[src/rtl/serial_alu_sequencer.sv]
// serial_alu_sequencer: bit-serial WIDTH-bit ALU. It evaluates one bit per
// clock, LSB first, through a single-bit slice and rides the carry between bits.
//
// Ports:
//   clk, rst_n    clock, asynchronous active-low reset
//   start         request, accepted only while ready=1 (IDLE)
//   op[2:0]       000 pass A, 001 NOT A, 010 ADD, 011 SUB, 100 OR, 101 AND,
//                 110 SLT, 111 zero
//   a, b          operands, captured on accept
//   ready         high while idle
//   done          one-cycle completion pulse
//   result        result word, held until the next done
//   c_out         final carry (ADD/SUB only)
//   overflow      signed overflow (ADD/SUB only)
//   zero          result == 0
module serial_alu_sequencer #(
  parameter int unsigned WIDTH = 8
) (
  input  logic             clk,
  input  logic             rst_n,
  input  logic             start,
  input  logic [2:0]       op,
  input  logic [WIDTH-1:0] a,
  input  logic [WIDTH-1:0] b,
  output logic             ready,
  output logic             done,
  output logic [WIDTH-1:0] result,
  output logic             c_out,
  output logic             overflow,
  output logic             zero
);

  localparam int unsigned CW = $clog2(WIDTH) + 1;

  localparam logic [2:0] OP_PASS = 3'b000;
  localparam logic [2:0] OP_NOT  = 3'b001;
  localparam logic [2:0] OP_ADD  = 3'b010;
  localparam logic [2:0] OP_SUB  = 3'b011;
  localparam logic [2:0] OP_OR   = 3'b100;
  localparam logic [2:0] OP_AND  = 3'b101;
  localparam logic [2:0] OP_SLT  = 3'b110;

  typedef enum logic [1:0] {
    S_IDLE  = 2'd0,
    S_SHIFT = 2'd1,
    S_DONE  = 2'd2
  } state_t;

  state_t           state_q, state_d;
  logic [CW-1:0]    cnt_q, cnt_d;
  logic [WIDTH-1:0] a_q, a_d;
  logic [WIDTH-1:0] b_q, b_d;
  logic [WIDTH-1:0] sh_q, sh_d;
  logic [2:0]       op_q, op_d;
  logic             carry_q, carry_d;
  logic             v_q, v_d;
  logic             ready_q, ready_d;
  logic             done_q, done_d;
  logic [WIDTH-1:0] result_q, result_d;
  logic             c_out_q, c_out_d;
  logic             overflow_q, overflow_d;
  logic             zero_q, zero_d;

  // One-bit slice signals
  logic             sub_like, arith, addsub, bx, sum, cout, bit_res;
  logic [WIDTH-1:0] res_w;

  // State and datapath registers
  always_ff @(posedge clk or negedge rst_n) begin
    if (!rst_n) begin
      state_q    <= S_IDLE;
      cnt_q      <= '0;
      a_q        <= '0;
      b_q        <= '0;
      sh_q       <= '0;
      op_q       <= '0;
      carry_q    <= 1'b0;
      v_q        <= 1'b0;
      ready_q    <= 1'b1;
      done_q     <= 1'b0;
      result_q   <= '0;
      c_out_q    <= 1'b0;
      overflow_q <= 1'b0;
      zero_q     <= 1'b1;
    end else begin
      state_q    <= state_d;
      cnt_q      <= cnt_d;
      a_q        <= a_d;
      b_q        <= b_d;
      sh_q       <= sh_d;
      op_q       <= op_d;
      carry_q    <= carry_d;
      v_q        <= v_d;
      ready_q    <= ready_d;
      done_q     <= done_d;
      result_q   <= result_d;
      c_out_q    <= c_out_d;
      overflow_q <= overflow_d;
      zero_q     <= zero_d;
    end
  end

  // Next-state, bit slice and output assembly
  always_comb begin
    state_d    = state_q;
    cnt_d      = cnt_q;
    a_d        = a_q;
    b_d        = b_q;
    sh_d       = sh_q;
    op_d       = op_q;
    carry_d    = carry_q;
    v_d        = v_q;
    done_d     = 1'b0;
    result_d   = result_q;
    c_out_d    = c_out_q;
    overflow_d = overflow_q;
    zero_d     = zero_q;
    res_w      = sh_q;

    // SUB and SLT add the inverted B with a carry seed of 1
    sub_like = (op_q == OP_SUB) || (op_q == OP_SLT);
    addsub   = (op_q == OP_ADD) || (op_q == OP_SUB);
    arith    = addsub || (op_q == OP_SLT);
    bx       = b_q[0] ^ sub_like;
    sum      = a_q[0] ^ bx ^ carry_q;
    cout     = (a_q[0] & bx) | (carry_q & (a_q[0] ^ bx));

    unique case (op_q)
      OP_PASS: bit_res = a_q[0];
      OP_NOT:  bit_res = ~a_q[0];
      OP_ADD,
      OP_SUB,
      OP_SLT:  bit_res = sum;
      OP_OR:   bit_res = a_q[0] | b_q[0];
      OP_AND:  bit_res = a_q[0] & b_q[0];
      default: bit_res = 1'b0;
    endcase

    unique case (state_q)
      S_IDLE: begin
        if (start) begin
          a_d     = a;
          b_d     = b;
          op_d    = op;
          cnt_d   = '0;
          sh_d    = '0;
          carry_d = (op == OP_SUB) || (op == OP_SLT);
          v_d     = 1'b0;
          state_d = S_SHIFT;
        end
      end
      S_SHIFT: begin
        a_d     = a_q >> 1;
        b_d     = b_q >> 1;
        sh_d    = {bit_res, sh_q[WIDTH-1:1]};
        carry_d = arith ? cout : 1'b0;
        cnt_d   = cnt_q + CW'(1);
        if (cnt_q == CW'(WIDTH - 1)) begin
          // carry into MSB XOR carry out of MSB
          v_d     = carry_q ^ cout;
          state_d = S_DONE;
        end
      end
      S_DONE: begin
        // SLT: sign of the true difference = diff MSB XOR overflow
        res_w      = (op_q == OP_SLT) ? WIDTH'(sh_q[WIDTH-1] ^ v_q) : sh_q;
        result_d   = res_w;
        c_out_d    = addsub ? carry_q : 1'b0;
        overflow_d = addsub ? v_q : 1'b0;
        zero_d     = (res_w == '0);
        done_d     = 1'b1;
        state_d    = S_IDLE;
      end
      default: state_d = S_IDLE;
    endcase

    ready_d = (state_d == S_IDLE);
  end

  assign ready    = ready_q;
  assign done     = done_q;
  assign result   = result_q;
  assign c_out    = c_out_q;
  assign overflow = overflow_q;
  assign zero     = zero_q;

endmodule

[config.mk]
export PLATFORM = sky130hd
export DESIGN_NAME = serial_alu_sequencer
export DESIGN_NICKNAME = d
export VERILOG_FILES = /design/src/rtl/serial_alu_sequencer.sv
export SDC_FILE = /design/constraint.sdc
export NUM_CORES = 1
export LEC_CHECK = 0
export CELL_PAD_IN_SITES_DETAIL_PLACEMENT = 0
export CELL_PAD_IN_SITES_GLOBAL_PLACEMENT = 2
export CORE_ASPECT_RATIO = 1.75
export CORE_MARGIN = 2
export CORE_UTILIZATION = 36
export DETAILED_ROUTE_END_ITERATION = 10
export PLACE_DENSITY_LB_ADDON = 0.2
export SYNTH_ARGS = -nofsm -noshare
export SYNTH_HDL_FRONTEND = slang
export SYNTH_SLANG_ARGS = --single-unit
export TNS_END_PERCENT = 100
[constraint.sdc]
create_clock -name clk -period 3.4 [get_ports clk]
set_input_delay 0.51 -clock clk [delete_from_list [all_inputs] [get_ports clk]]
set_output_delay 0.51 -clock clk [all_outputs]
set_load 0.01 [all_outputs]
== Yosys cells after proc, flatten, opt, wreduce, memory -nomap -nowiden ==
Index checks and enable logic that the tools add are counted.
Widths: inputs -> output; s select.

* Muxes and demuxes: 22
* Reduce and logical (&&, ||, !) cells: 13
* Bitwise logic cells: 11
* Eq/ne operators: 13
* $add $sub $neg: 1

{| class="wikitable"
|+ Operators by type and width
! cell !! count
|-
| $pmux 8 s2 || 3
|-
| $mux 8 || 4
|-
| $eq 3x3->1 const B || 4
|-
| $eq 3x2->1 const B || 3
|-
| $logic_not 8->1 || 1
|-
| $pmux 4 s2 || 1
|-
| $mux 1 || 7
|-
| $pmux 1 s5 || 1
|-
| $xor 1x1->1 || 5
|-
| $add 4x1->4 const B || 1
|-
| $eq 4x3->1 const B || 1
|-
| $logic_not 2->1 || 2
|-
| $logic_or 1x1->1 || 4
|-
| $mux 2 || 2
|-
| $mux 4 || 1
|-
| $ne 2x2->1 const B || 2
|-
| $pmux 1 s2 || 2
|-
| $pmux 2 s2 || 1
|-
| $reduce_and 2->1 || 2
|-
| $and 1x1->1 || 3
|-
| $eq 3x1->1 const B || 1
|-
| $logic_not 3->1 || 1
|-
| $reduce_and 3->1 || 1
|-
| $reduce_or 3->1 || 1
|-
| other kinds (5) || 6
|}

* Register bits: 48
* Output and inout port bits: 13
* Input port bits: 22

== Longest topological paths before layout ==
Gate-level depths: netlist of the first run.

* Depth after elaboration: 9
* Gate-level depth with buffers: 7

== Least setup slack after synthesis of the first run ==
OpenSTA, ideal clock, no wires.

* Kind: register to register
* Start point: register op_q[2]
* End point: register sh_q[7]
* Setup time: 0.129 ns
* Cell stages (with the launch flop): 8
* Setup slack: 1.782 ns
* Data arrival time: 1.489 ns
* Clock period less this slack: 1.618 ns
* Cell sequence: dfrtp_1 -> buf_6 -> xor2_1 -> nand2_1 -> xnor2_1 -> fa_1 -> a32oi_1 -> o31ai_1

* Cells in the longest elaborated chain, start to end: 7

{| class="wikitable"
|+ RTL lines
! element !! line !! text
|-
| from (decl) || 54 || <nowiki>logic [2:0] op_q, op_d;</nowiki>
|-
| from (signal assigned) || 91 || <nowiki>op_q <= op_d;</nowiki>
|-
| $eq 3x2->1 / $eq 3x3->1 (equally long branches) || 121, 128 ||
|-
| $logic_or 1x1->1 || 121 || <nowiki>sub_like = (op_q == OP_SUB) || (op_q == OP_SLT);</nowiki>
|-
| $xor 1x1->1 || 124 || <nowiki>bx = b_q[0] ^ sub_like;</nowiki>
|-
| $xor 1x1->1 (2 in a row) || 125 || <nowiki>sum = a_q[0] ^ bx ^ carry_q;</nowiki>
|-
| $pmux 1 s5 * || 128 || <nowiki>unique case (op_q)</nowiki>
|-
| $pmux 8 s2 * || 139 || <nowiki>unique case (state_q)</nowiki>
|-
| to (signal assigned) || 75 || <nowiki>sh_q <= '0;</nowiki>
|-
| to (signal assigned) || 90 || <nowiki>sh_q <= sh_d;</nowiki>
|-
| to (decl) || 53 || <nowiki>logic [WIDTH-1:0] sh_q, sh_d;</nowiki>
|}

Every way passes the cells marked *; elsewhere a longest branch is shown, timed or not.
A chain may end at the register's enable or synchronous reset.

== Worst setup path after layout of the first run ==
* Start point: register state_q[0]
* End point: register cnt_q[3]

* Cells in the longest elaborated chain, start to end: 3

{| class="wikitable"
|+ RTL lines
! element !! line !! text
|-
| from (decl) || 49 || <nowiki>state_t state_q, state_d;</nowiki>
|-
| from (signal assigned) || 86 || <nowiki>state_q <= state_d;</nowiki>
|-
| $eq 2x1->1 / $logic_not 2->1 (equally long branches) || 139 ||
|-
| $reduce_bool 2->1 (no source line) / $ne 2x2->1 (equally long branches) || - ||
|-
| $reduce_and 2->1 (no source line) || - ||
|-
| to (signal assigned) || 87 || <nowiki>cnt_q <= cnt_d;</nowiki>
|-
| to (decl) || 50 || <nowiki>logic [CW-1:0] cnt_q, cnt_d;</nowiki>
|}

Parallel ways exist; a longest one is shown, timed or not.

==> qor.csv, run 1 <==
stage,metric,value,unit
detailed_routing,Final ANT Viol Nets,0,
clock_network,cts repair resizes,0,
clock_network,worst skew pair latency,300,ps
sta,setup violators final,0,
finish,fin area,0.002633,mm2
detailed_routing,DRC errors left,0,
finish,# diodes,0,
logic_synthesis,Netlist cell types,39,
sta,Max Fclk,0.4736,GHz
clock_network,"Setup Fix Bufs, Post-CTS",0,
detailed_routing,initial DRC count,34,
job,max-cap viol count,0,
sta,Least-Margin Pin Slew,1077,ps
detailed_routing,WL per Instance,14.51,um
global_route,GR Overflow Total,0,
finish,nets@finish,255,
worst_setup_path,Setup CP Type,flip-flop to flip-flop,
floorplan,Core Box Area,0.005787,mm2
logic_synthesis,syn nets,226,
place,GPL Wtd Cong,0.7854,
clock_network,CTS H-Tree Depth,2,
floorplan,Die H,105.8,um
clock_network,CTS root buf,clkbuf_8,
global_route,largest net degree at the start of global routing,49,
clock_network,"Reg clk slew, reported paths",100,ps
min_path,Worst Hold Class,input pin to asynchronous set/reset pin,
logic_synthesis,"area leader, netlist",dfrtp_1,
floorplan,I/O pin cnt,35,
place,Buffers on Ports,34,
power,P_leak,0.001174,uW
sta,Hold Fails Final Rpt,0,
run_status,outcome,"complete, no violations",
finish,share of cells above drive strength 1,7.328,%
sta,Final Critical Period,2112,ps
logic_synthesis,Avg Synthesized Cell Area,10.55,um2
clock_network,CTS buffer count,5,
detailed_routing,final wirelength,4499,um
floorplan,initial core utilization,36.84,%
logic_synthesis,Cells after Synth,202,
power,VDD IR max,0.3907,mV
floorplan,Die Wd,62.18,um
detailed_routing,vias,1582,
worst_setup_path,CP max FO,24,
detailed_routing,via/cell ratio,5.103,
global_route,total track usage,14.82,%
sta,Final Slew Violations,0,
clock_network,clock sinks,48,
global_route,vias in the first global route,1703,
logic_synthesis,share of the synthesized area in the top cell type,53.99,%
worst_setup_path,crit path DAT,2310,ps
logic_synthesis,"Seq/Total Area, Yosys",56.46,%
logic_synthesis,Synth area leaders,"dfrtp_1, nand2_1, a22oi_1",
sta,setup TNS,0,ps
clock_network,Max clock buf depth,2,
sta,Final period util,62.11,%
floorplan,Die Area,0.006578,mm2
sta,RSZ-0062 raised after global routing,false,
logic_synthesis,Ys Warns,0,
logic_synthesis,synthesized area,0.002132,mm2
floorplan,Rows,37,
clock_network,number of hold buffers added after cts,0,
clock_network,CTS tree,built,
place,DP Area,0.002500,mm2
global_route,initial antenna violation count,0,
worst_setup_path,Worst Setup End Kind,flip-flop,
worst_setup_path,Worst Setup Start Kind,flip-flop,
place,post-DP HPWL,3153,um
power,PD cells,838.2,mW/mm2
logic_synthesis,Synth Register Bits,48,
worst_setup_path,WP data required,3590,ps
finish,"most common cell after layout, fill and taps aside",nand2_1,
finish,Area Growth Syn to Fin,23.47,%
sta,Relative slew margins,28.21,%
global_route,first-pass GRT wire length,7762,um
sta,Setup Skew,12.26,ps
finish,most frequent cells in the layout,"nand2_1, dfrtp_1, clkdlybuf4s50_1, o21ai_1, a22oi_1",
detailed_routing,drt first pass iters,4,
routing by layer:
metal	wire length (um)	part of all wire [%]	GRT usage [%]
met1	1786	40	16.11
met5	0	0	0
met3	154	3.4	2.988
met2	2469	55	27.10
met4	89	2.0	7.143
sequential cells by signal, summed over array words and instances (netlist names):
register / cells
v_q: 1
op_q: 3
b_q: 8
result: 8
cnt_q: 4
state_q: 2
carry_q: 1
a_q: 8
sh_q: 8
c_out: 1
done: 1
ready: 1
overflow: 1
zero: 1
logic make-up after synthesis:
kind of cell / after synthesis / synth area share (%)
xor+xnor: 6 / 2.465
simple gates: 80 / 17.43
mux: 4 / 2.171
compound gates: 49 / 16.73
fa+ha+maj: 2 / 1.526
buf+inv: 13 / 3.227
flops: 48 / 56.46
Yosys cell counts, drive strengths merged:
| cell | number |
|---|---|
| clkbuf | 1 |
| o21ai | 18 |
| dfstp | 2 |
| xor2 | 3 |
| dfrtp | 46 |
| a221oi | 1 |
| o31ai | 1 |
| nand4 | 1 |
| or3b | 1 |
| and3b | 1 |
| inv | 1 |
| nor2b | 2 |
| nor3b | 3 |
| nand2b | 3 |
| a22oi | 14 |
| a21oi | 1 |
| nand3 | 11 |
| fa | 1 |
| o221a | 1 |
| xnor2 | 3 |
| a22o | 9 |
| a21boi | 1 |
| nand2 | 51 |
| o21bai | 1 |
| ha | 1 |
| a32oi | 2 |
| nor3 | 2 |
| nor4 | 1 |
| mux2i | 2 |
| buf | 11 |
| mux2 | 2 |
| and2b | 1 |
| nor2 | 3 |
layout make-up:
class / instances / area, um2
Clock buffer: 6 / 72.57
Clock inverter: 2 / 60.06
Fill cell: 585 / 3154
Inverter: 1 / 3.754
Multi-Input combinational cell: 141 / 859.6
Sequential cell: 48 / 1204
Tap cell: 78 / 97.59
Timing Repair Buffer: 34 / 335.3
final timing paths:
path / startpoint / endpoint / slack [ps] / depth (start not counted)
worst max-delay path: state_q[0]$_DFF_PN0_ / cnt_q[3]$_DFFE_PN0P_ / 1290 / 3
worst min-delay path: rst_n / sh_q[2]$_DFFE_PN0P_ / 390 / 1
worst max register to register: state_q[0]$_DFF_PN0_ / cnt_q[3]$_DFFE_PN0P_ / 1290 / 3
worst min register to register: b_q[3]$_DFFE_PN0P_ / b_q[3]$_DFFE_PN0P_ / 490 / 2
max in group asynchronous: rst_n / op_q[0]$_DFFE_PN0P_ / 2330 / 1
min in group clk: b_q[3]$_DFFE_PN0P_ / b_q[3]$_DFFE_PN0P_ / 490 / 2
worst max-delay path: stages (launching register included):
cell	delay (ps)
dfrtp_1	880
nor2b_1	750
nand4_1	200
mux2i_1	160
metrics by stage:
step | utilization, % | setup WS [ps] | std cells | hold WS (ps) | total power [uW]
after global placement | 43.20 | 1323 | 302 | 468.7 | 1713
after global routing | 45.49 | 1087 | 310 | 469.3 | 2380
after detailed placement | 43.20 | 1293 | 302 | 477.8 | 1752
after floorplan | - | 1782 | 202 | 214.4 | 1494
final | 45.49 | 1288 | 310 | 392.0 | 2207
after CTS | 45.49 | 1269 | 310 | 433.0 | 2246
power by group:
part | internal [uW] | switching (uW)
registers | 793 | 223
clock network | 294 | 191
logic | 358 | 348
Power figures use the tool's default switching activity.
==> run 2, diff against run 1 <==
--- a/config.mk
+++ b/config.mk
@@ -9,7 +9,7 @@
 export CELL_PAD_IN_SITES_GLOBAL_PLACEMENT = 2
 export CORE_ASPECT_RATIO = 1.75
 export CORE_MARGIN = 2
-export CORE_UTILIZATION = 36
+export CORE_UTILIZATION = 30
 export DETAILED_ROUTE_END_ITERATION = 10
 export PLACE_DENSITY_LB_ADDON = 0.2
 export SYNTH_ARGS = -nofsm -noshare
==> constraint.sdc (replaced) <==
create_clock -name clk -period 1.74 [get_ports clk]
set_input_delay 0.261 -clock clk [delete_from_list [all_inputs] [get_ports clk]]
set_output_delay 0.261 -clock clk [all_outputs]
set_load 0.01 [all_outputs]
==> run 2 against run 1 <==
Effect of this change: cell area is 7.3% higher; maximum frequency up 31%; first-iteration DRC count grew to 3.3 times the previous value; sequential share of layout area decreased by 3.1 points; worst hold slack improved by 51 ps; combinational power is 140% higher; final cell count is 8.1% higher; worst setup slack got worse by 1200 ps; largest cell class unchanged; sequential power rose by 87%; flip-flop and latch count unchanged; clock skew down 7.5 ps.
==> qor.csv, run 2 (synthesis gave the netlist of run 1 again) <==
stage,metric,value,unit
floorplan,I/O pin cnt,35,
power,VDD IR max,0.5169,mV
detailed_routing,drt first pass iters,4,
worst_setup_path,Worst Setup Start Kind,flip-flop,
place,GPL Wtd Cong,0.7154,
clock_network,worst skew pair latency,290,ps
sta,Final Critical Period,1607,ps
global_route,largest net degree at the start of global routing,33,
detailed_routing,DRC errors left,0,
global_route,total track usage,14.69,%
sta,RSZ-0062 raised after global routing,true,
worst_setup_path,Worst Setup End Kind,flip-flop,
sta,Max Fclk,0.6225,GHz
worst_setup_path,CP max FO,2,
clock_network,clock sinks,48,
global_route,vias in the first global route,1679,
power,Switching Fraction,34.06,%
power,P_leak,0.001283,uW
clock_network,"Setup Fix Bufs, Post-CTS",0,
global_route,first-pass GRT wire length,8411,um
clock_network,CTS root buf,clkbuf_16,
finish,"most common cell after layout, fill and taps aside",nand2_1,
detailed_routing,Final ANT Viol Nets,0,
sta,Final Slew Violations,0,
floorplan,initial core utilization,31.09,%
job,max-cap viol count,0,
sta,Setup Skew,4.736,ps
global_route,initial antenna violation count,0,
place,Buffers on Ports,34,
sta,WHS,443.4,ps
finish,fin area,0.002824,mm2
clock_network,Max clock buf depth,2,
min_path,Worst Hold Class,input pin to asynchronous set/reset pin,
worst_setup_path,Setup CP Type,flip-flop to flip-flop,
worst_setup_path,cell chain of the critical path,xor2_1 > nand2_1 > xnor2_1 > fa_1 > a32oi_1 > o31ai_1,
detailed_routing,final wirelength,4973,um
clock_network,CTS buffer count,5,
floorplan,Core Box Area,0.006857,mm2
worst_setup_path,CP max stage delay,430,ps
detailed_routing,initial DRC count,112,
clock_network,CTS tree,built,
detailed_routing,wire length on met3,142,um
sta,Final period util,92.33,%
clock_network,"Reg clk slew, reported paths",60,ps
clock_network,cts repair resizes,0,
clock_network,CTS H-Tree Depth,2,
detailed_routing,routed wl met2,2806,um
sta,Relative slew margins,71.66,%
power,register share of total power,42.0,%
place,post-DP HPWL,3659,um
detailed_routing,WL per Instance,14.84,um
detailed_routing,via/cell ratio,4.899,
worst_setup_path,WP data required,1910,ps
sta,Hold Fails Final Rpt,0,
floorplan,Die Wd,67.73,um
finish,most frequent cells in the layout,"nand2_1, dfrtp_1, clkdlybuf4s50_1, o21ai_1, buf_4",
floorplan,Die H,115.5,um
power,internal power,2999,uW
run_status,outcome,"complete, no violations",
detailed_routing,met1 WL,1920,um
power,Clk network pwr share,21.2,%
detailed_routing,DR top layer,met4,
finish,share of cells above drive strength 1,13.55,%
worst_setup_path,crit path DAT,1770,ps
place,DP Area,0.002668,mm2
power,logic gate share of total power,36.8,%
finish,Area Growth Syn to Fin,32.45,%
global_route,GR Overflow Total,0,
finish,# diodes,0,
sta,setup violators final,0,
floorplan,Rows,40,
finish,nets@finish,274,
detailed_routing,vias,1641,
worst_setup_path,"Slowest-stage cell, CP",fa_1,
floorplan,Die Area,0.007824,mm2
power,Switch Pwr,1549,uW
finish,fill count,683,
sta,Least-Margin Pin Slew,425.2,ps
power,PD cells,1611,mW/mm2
[run 2: final cells by class]
cell class | instances | area, um2 | area share, %
multi-input cells | 141 | 859.6 | 30.44
flip-flops and latches | 48 | 1204 | 42.62
well taps | 84 | 105.1 | 3.722
clock buffers | 8 | 146.4 | 5.184
repair buffers | 53 | 505.5 | 17.90
inverters | 1 | 3.754 | 0.1329
[run 2: worst max-delay path, delay by kind of cell (launching register included)]
family / cells / cell delay [ps]
AOI/OAI and AO/OA: 2 / 270
xor gates and xnor gates: 2 / 320
adders and majority gates: 1 / 430
DFF: 1 / 390
and+or+nand+nor: 1 / 80
[run 2: metrics by stage]
step	worst slack [ps]	TNS, ps	power [uW]	instances	utilization, %
finish	133.5	0	4548	335	41.19
global route	-2.268	-2.268	4927	335	41.19
CTS	116.2	0	4647	335	41.19
detailed placement	72.13	0	3657	326	38.91
global placement	93.54	0	3623	326	38.91
floorplan	121.9	0	2919	202	-
[run 2: worst paths after layout]
kind	start	end	slack [ps]	cells past startpoint
min	rst_n	b_q[0]$_DFFE_PN0P_	440	2
min in group clk	b_q[2]$_DFFE_PN0P_	b_q[2]$_DFFE_PN0P_	490	2
min reg2reg	b_q[2]$_DFFE_PN0P_	b_q[2]$_DFFE_PN0P_	490	2
max reg2reg	op_q[0]$_DFFE_PN0P_	sh_q[7]$_DFFE_PN0P_	130	6
max	op_q[0]$_DFFE_PN0P_	sh_q[7]$_DFFE_PN0P_	130	6
max in group asynchronous	rst_n	zero$_DFFE_PN1P_	710	3
[run 2: metal layers]
metal,up-vias,global-route usage (%)
met2,30,25.82
li1,802,-
met5,-,0
met3,6,3.010
met4,0,6.939
met1,803,16.44
[run 2: power groups by stage]
stage / clock, uW / sequential, uW / combinational [uW]
2_1_floorplan: 0 / 1870 / 1050
3_3_place_gp: 0 / 1940 / 1690
3_5_place_dp: 0 / 1950 / 1710
4_1_cts: 1010 / 1930 / 1720
5_1_grt: 1050 / 1980 / 1890
6_report: 966 / 1910 / 1670
[run 2: repair_timing]
item / in CTS / in global routing
hold endpoints to repair: 16 / 0
endpoints found under the setup margin: 0 / 1
hold buffers: 1 / 0
==> run 3, diff against run 2 <==
--- a/config.mk
+++ b/config.mk
@@ -5,6 +5,7 @@
 export SDC_FILE = /design/constraint.sdc
 export NUM_CORES = 1
 export LEC_CHECK = 0
+export CAP_MARGIN = 20
 export CELL_PAD_IN_SITES_DETAIL_PLACEMENT = 0
 export CELL_PAD_IN_SITES_GLOBAL_PLACEMENT = 2
 export CORE_ASPECT_RATIO = 1.75
==> results of run 3 <==
No change in the layout: final DEF, timing and power equal those of run 2.
==> patch 1: new RTL, settings of run 2 <==
Set the parameter `WIDTH` to 4 (it was 8).
--- a/src/rtl/serial_alu_sequencer.sv
+++ b/src/rtl/serial_alu_sequencer.sv
@@ -14,7 +14,7 @@
 //   overflow      signed overflow (ADD/SUB only)
 //   zero          result == 0
 module serial_alu_sequencer #(
-  parameter int unsigned WIDTH = 8
+  parameter int unsigned WIDTH = 4
 ) (
   input  logic             clk,
   input  logic             rst_n,
Ports: changed (resized a, b and result); port bits go from 35 to 23. The function was not compared with the original's and may differ.
==> patch 1 against run 2 <==
- hold slack got worse by 71 ps
- clock power decreased by 42%
- routed wire length decreased by 43%
- sequential cell count decreased by 17
- final area decreased by 36%
- setup slack got worse by 88 ps
- area after synthesis decreased by 33%
- critical path depth increased by 1
- non-clock buffer count decreased by 25
- utilization decreased by 2.4 points
- total power decreased by 32%
- critical path type unchanged
- critical endpoint is now sh_q[3]
- largest power group unchanged
==> patch 1: results (changes against run 2) <==
| Metric | Value |
|---|---|
| Worst vdd ir | 0.693 mV (was 0.517 mV) |
| Root Driver | clkbuf_8 (was clkbuf_16) |
| Pre-antenna DRT Iters | 4 (unchanged) |
| Iter 0 DRT Violations | 15 (was 112) |
| Pleak | 0.814 nW (was 1.28 nW) |
| Register area share after synthesis | 54.2% (was 56.5%) |
| Number of buffers created by CTS | 5 (unchanged) |
| Critical path's largest stage delay | 440 ps |
| Skew final | 5.18 ps (was 4.74 ps) |
| Gr usage total | 11.6% (was 14.7%) |
| Vias in the first global route | 1046 (was 1679) |
| Worst-path clk slew | 70 ps |
| Largest net degree at the start of global routing | 32 (was 33) |
| DP HPWL | 2100 um (was 3660 um) |
| Post-CTS Setup Inserts | 0 (unchanged) |
| Critical Path Slowest Stage Cell | fa_1 (unchanged) |
| Max clock buf depth | 2 (unchanged) |
| Worst EP arrival | 1860 ps (was 1770 ps) |
| Top_reg_cell synth | dfrtp_1 (unchanged) |
| Critical path's top delay family | adder cells (unchanged) |
| First-pass GRT wire length | 4700 um (was 8410 um) |
| Dominant cells by area after synthesis | dfrtp_1, nand2_1, a22o_1 (was dfrtp_1, nand2_1, a22oi_1) |
| Antenna violations before repair | 0 (unchanged) |
| Ys async rst share | 100% (unchanged) |
| H-tree depth | 2 (unchanged) |
| Vias per std cell | 4.95 (was 4.90) |
| Yosys Warn Count | 0 (unchanged) |
| Post-synth top cells | dfrtp_1, nand2_1, o21ai_0 (was nand2_1, dfrtp_1, o21ai_1) |
| Routability cong. | 0.741 (was 0.715) |
| Avg WL per Cell | 13.5 um (was 14.8 um) |
| Crit Path Max Fanout | 2 (unchanged) |
| Clock latency on the worst-skew pair | 280 ps |
| I/O Buffers | 22 (was 34) |
| Post-Syn Nets | 143 (was 226) |
| Outcome | completed (unchanged) |
| Placed cells | 201 (was 326) |
| Slew margin rel. | 51.1% (was 71.7%) |
| Inserted Diodes | 0 (unchanged) |
| Share of layout cells above drive strength 1 | 16.7% (was 13.5%) |
| Fin nets | 173 (was 274) |
| Final std cells w/o fill | 208 (was 335) |
| Hold Worst Slack | 373 ps (was 443 ps) |
| Cells after Synth | 126 (was 202) |
| Unique masters post-synth | 35 (was 39) |
| Hold Path Class | input pin to asynchronous set/reset pin (unchanged) |
==> patch 1: worst register-to-register path, stage by stage, from the launching register on <==
cell and delay (ps):
dfrtp_1 390, xor2_1 150, nand2_1 80, xnor2_1 160, fa_1 440, a21boi_1 140
mux2i_1 150, o21ai_1 70
==> patch 1: path summary, 6_finish.rpt <==
check / startpoint / endpoint / slack [ps] / cells past startpoint
max: op_q[0] / sh_q[3] / 50 / 7
min: rst_n / sh_q[1] / 370 / 2
max reg2reg: op_q[0] / sh_q[3] / 50 / 7
min reg2reg: zero / zero / 470 / 2
max in group asynchronous: rst_n / ready / 1040 / 2
min in group clk: zero / zero / 470 / 2
==> patch 1: layout make-up <==
type                       instances  area [um2]
multi-input combinational         86         601
tap                               52        65.1
sequential                        31         778
timing repair buffer              28         265
clock inverter                     1        5.00
inverter                           4        15.0
fill                             484        2850
clock buffer                       6        82.6
==> patch 1: power by group <==
| part | switching (mW) | leakage [nW] | total [mW] | internal, mW |
|---|---|---|---|---|
| combinational | 0.583 | 0.368 | 1.25 | 0.665 |
| clock | 0.255 | 0.0470 | 0.565 | 0.310 |
| sequential | 0.247 | 0.399 | 1.26 | 1.02 |
==> patch 1: metrics by stage <==
step,instance area (um2),setup WS (ps)
CTS,1810,2.90
floorplan,1440,12.8
detailed placement,1720,16.1
global placement,1720,30.3
global route,1810,-47.2
finish,1810,45.3
==> patch 1: what timing repair did <==
| item | in CTS | in global routing |
|---|---|---|
| resized for setup | 0 | 1 |
| endpoints found under the setup margin | 0 | 2 |
| hold endpoints to repair | 0 | 0 |
==> patch 1: layer usage <==
metal / global-route usage, % / up-vias / wire length (um)
li1: - / 502 / -
met1: 11.3 / 498 / 1130
met2: 22.1 / 24 / 1500
met3: 3.12 / 5 / 126
met4: 5.95 / 0 / 61
met5: 0 / - / 0
==> patch 1: logic make-up after synthesis <==
group,after synthesis,synth area share (%)
XOR/XNOR,5,3.05
buffers and inverters,9,4.01
multiplexers,4,3.83
adder cells (fa/ha/maj),3,3.14
AO/OA/AOI/OAI,38,17.4
flip-flops,31,54.2
AND/OR/NAND/NOR,36,14.4
==> patch 2: new RTL, config.mk and constraints of run 2 <==
Without the edit above. Make the reset (`rst_n`) synchronous in one clocked block. Comments in the files are not updated.
--- a/src/rtl/serial_alu_sequencer.sv
+++ b/src/rtl/serial_alu_sequencer.sv
@@ -66,7 +66,7 @@
   logic [WIDTH-1:0] res_w;
 
   // State and datapath registers
-  always_ff @(posedge clk or negedge rst_n) begin
+  always_ff @(posedge clk) begin
     if (!rst_n) begin
       state_q    <= S_IDLE;
       cnt_q      <= '0;
Function: differs if rst_n is asserted again (counterexample within 4 cycles, from zero or initial values and one cycle with rst_n low); with rst_n held inactive, the same outputs for 10 cycles.
==> patch 2 against run 2 <==
- area after synthesis shrank 2.7%
- final area shrank 2.6%
- via count grew 8.8%
- first-iteration DRC count shrank 25%
- critical path depth grew 1
- routed wire length grew 1.5%
- sequential cell count is the same
- setup slack gained 52 ps
- critical path type unchanged
- largest cell class is now multi-input gates
Power is not compared: it rests on default switching activity, and its combinational part moved more than twofold at a synthesized area within 25%.
==> patch 2: results (changes against run 2) <==
| Metric | Value |
|---|---|
| Share of layout cells above drive strength 1 | 9.70% (was 13.5%) |
| Dominant cells by area after synthesis | dfxtp_1, a21boi_0, o21ai_0 (was dfrtp_1, nand2_1, a22oi_1) |
| Hold Path Class | flip-flop to flip-flop (was input pin to asynchronous set/reset pin) |
| Post-Syn Nets | 253 (was 226) |
| Unique masters post-synth | 41 (was 39) |
| Final std cells w/o fill | 352 (was 335) |
| Area post-placement | 2530 um2 (was 2670 um2) |
| Yosys Warn Count | 0 (unchanged) |
| Slew margin rel. | 67.4% (was 71.7%) |
| Largest net degree at the start of global routing | 29 (was 33) |
| Antenna violations before repair | 0 (unchanged) |
| Area share of xor/xnor cells in the synthesized design | 2.53% (was 2.46%) |
| Flop2flop setup slack | 190 ps (was 130 ps) |
| Critical path's largest stage delay | 480 ps (was 430 ps) |
| Vias per std cell | 5.07 (was 4.90) |
| R2r worst-path depth | 7 (was 6) |
| Routability cong. | 0.764 (was 0.715) |
| # fillers | 733 (was 683) |
| Met2 WL post-DR | 2690 um (was 2810 um) |
| Detailed Route WL | 5050 um (was 4970 um) |
| Worst EP arrival | 1720 ps (was 1770 ps) |
| Final min period | 1550 ps (was 1610 ps) |
| Outcome | completed (unchanged) |
| Ys async rst share | 0% (was 100%) |
| CP startpoint | op_q[0] (unchanged) |
| Post-synth top cells | dfxtp_1, o21ai_0, nand2_1 (was nand2_1, dfrtp_1, o21ai_1) |
| Register area share after synthesis | 46.3% (was 56.5%) |
| Place WS | 143 ps (was 72.1 ps) |
| Worst setup path end | sh_q[7] (unchanged) |
| Mean Syn Cell Area | 9.06 um2 (was 10.6 um2) |
| Iter 0 DRT Violations | 84 (was 112) |
| Met3 routed WL | 147 um (was 142 um) |
| Mux share of post-synthesis cell area | 1.69% (was 2.17%) |
| Synth Area in Compound Gates | 25.2% (was 16.7%) |
| Fin nets | 291 (was 274) |
| M1 WL | 2110 um (was 1920 um) |
| Post-synthesis adder-cell area fraction | 1.57% (was 1.53%) |
| DP HPWL | 3670 um (was 3660 um) |
| First-pass GRT wire length | 8600 um (was 8410 um) |
[patch 2: cell types whose count changed after synthesis, moves of 6 or more]
cell / before / now
dfxtp_1: 0 / 48
dfrtp_1: 46 / 0
nand2_1: 51 / 16
o21ai_0: 1 / 20
o21ai_1: 17 / 0
a21boi_0: 1 / 15
o22ai_1: 0 / 14
a21oi_1: 1 / 14
nor2b_1: 2 / 13
a22o_1: 9 / 0
inv_1: 1 / 7
nand3b_1: 0 / 6
[patch 2: cell type report]
class / instances / share of cell area (%)
clock buffer: 5 / 4.55
clock inverter: 3 / 3.27
inverter: 7 / 0.955
multi-input combinational: 158 / 36.5
sequential: 48 / 35.0
tap: 84 / 3.82
timing repair buffer: 47 / 15.9
[patch 2: critical path: cells and delay by family (launching register included)]
family / cells / cell delay [ps]
buf+inv: 1 / 40
flops: 1 / 320
xor+xnor: 2 / 290
compound gates: 2 / 230
simple gates: 1 / 60
fa+ha+maj: 1 / 480
[patch 2: layer usage]
metal  vias up  global-route usage, %
met1       845                   17.2
li1        899                      -
met5         -                      0
met3         7                   2.47
met2        35                   25.9
met4         0                   5.71
[patch 2: where the power goes]
| group | switching, mW | internal, mW | total (mW) |
|---|---|---|---|
| clock network | 0.418 | 0.969 | 1.39 |
| registers | 0.0310 | 1.14 | 1.17 |
| logic | 0.122 | 0.132 | 0.254 |
| total | 0.571 | 2.24 | 2.82 |
[patch 2: how the worst min path moves through the flow]
stage | from | end | slack [ps] | depth (start not counted)
2_1_floorplan | op[0] | op_q[0] | 410 | 2
3_3_place_gp | result[6] | result[6] | 450 | 2
3_5_place_dp | result[0] | result[0] | 460 | 2
4_1_cts | result[0] | result[0] | 470 | 2
5_1_grt | result[2] | result[2] | 480 | 2
6_report | result[2] | result[2] | 460 | 2
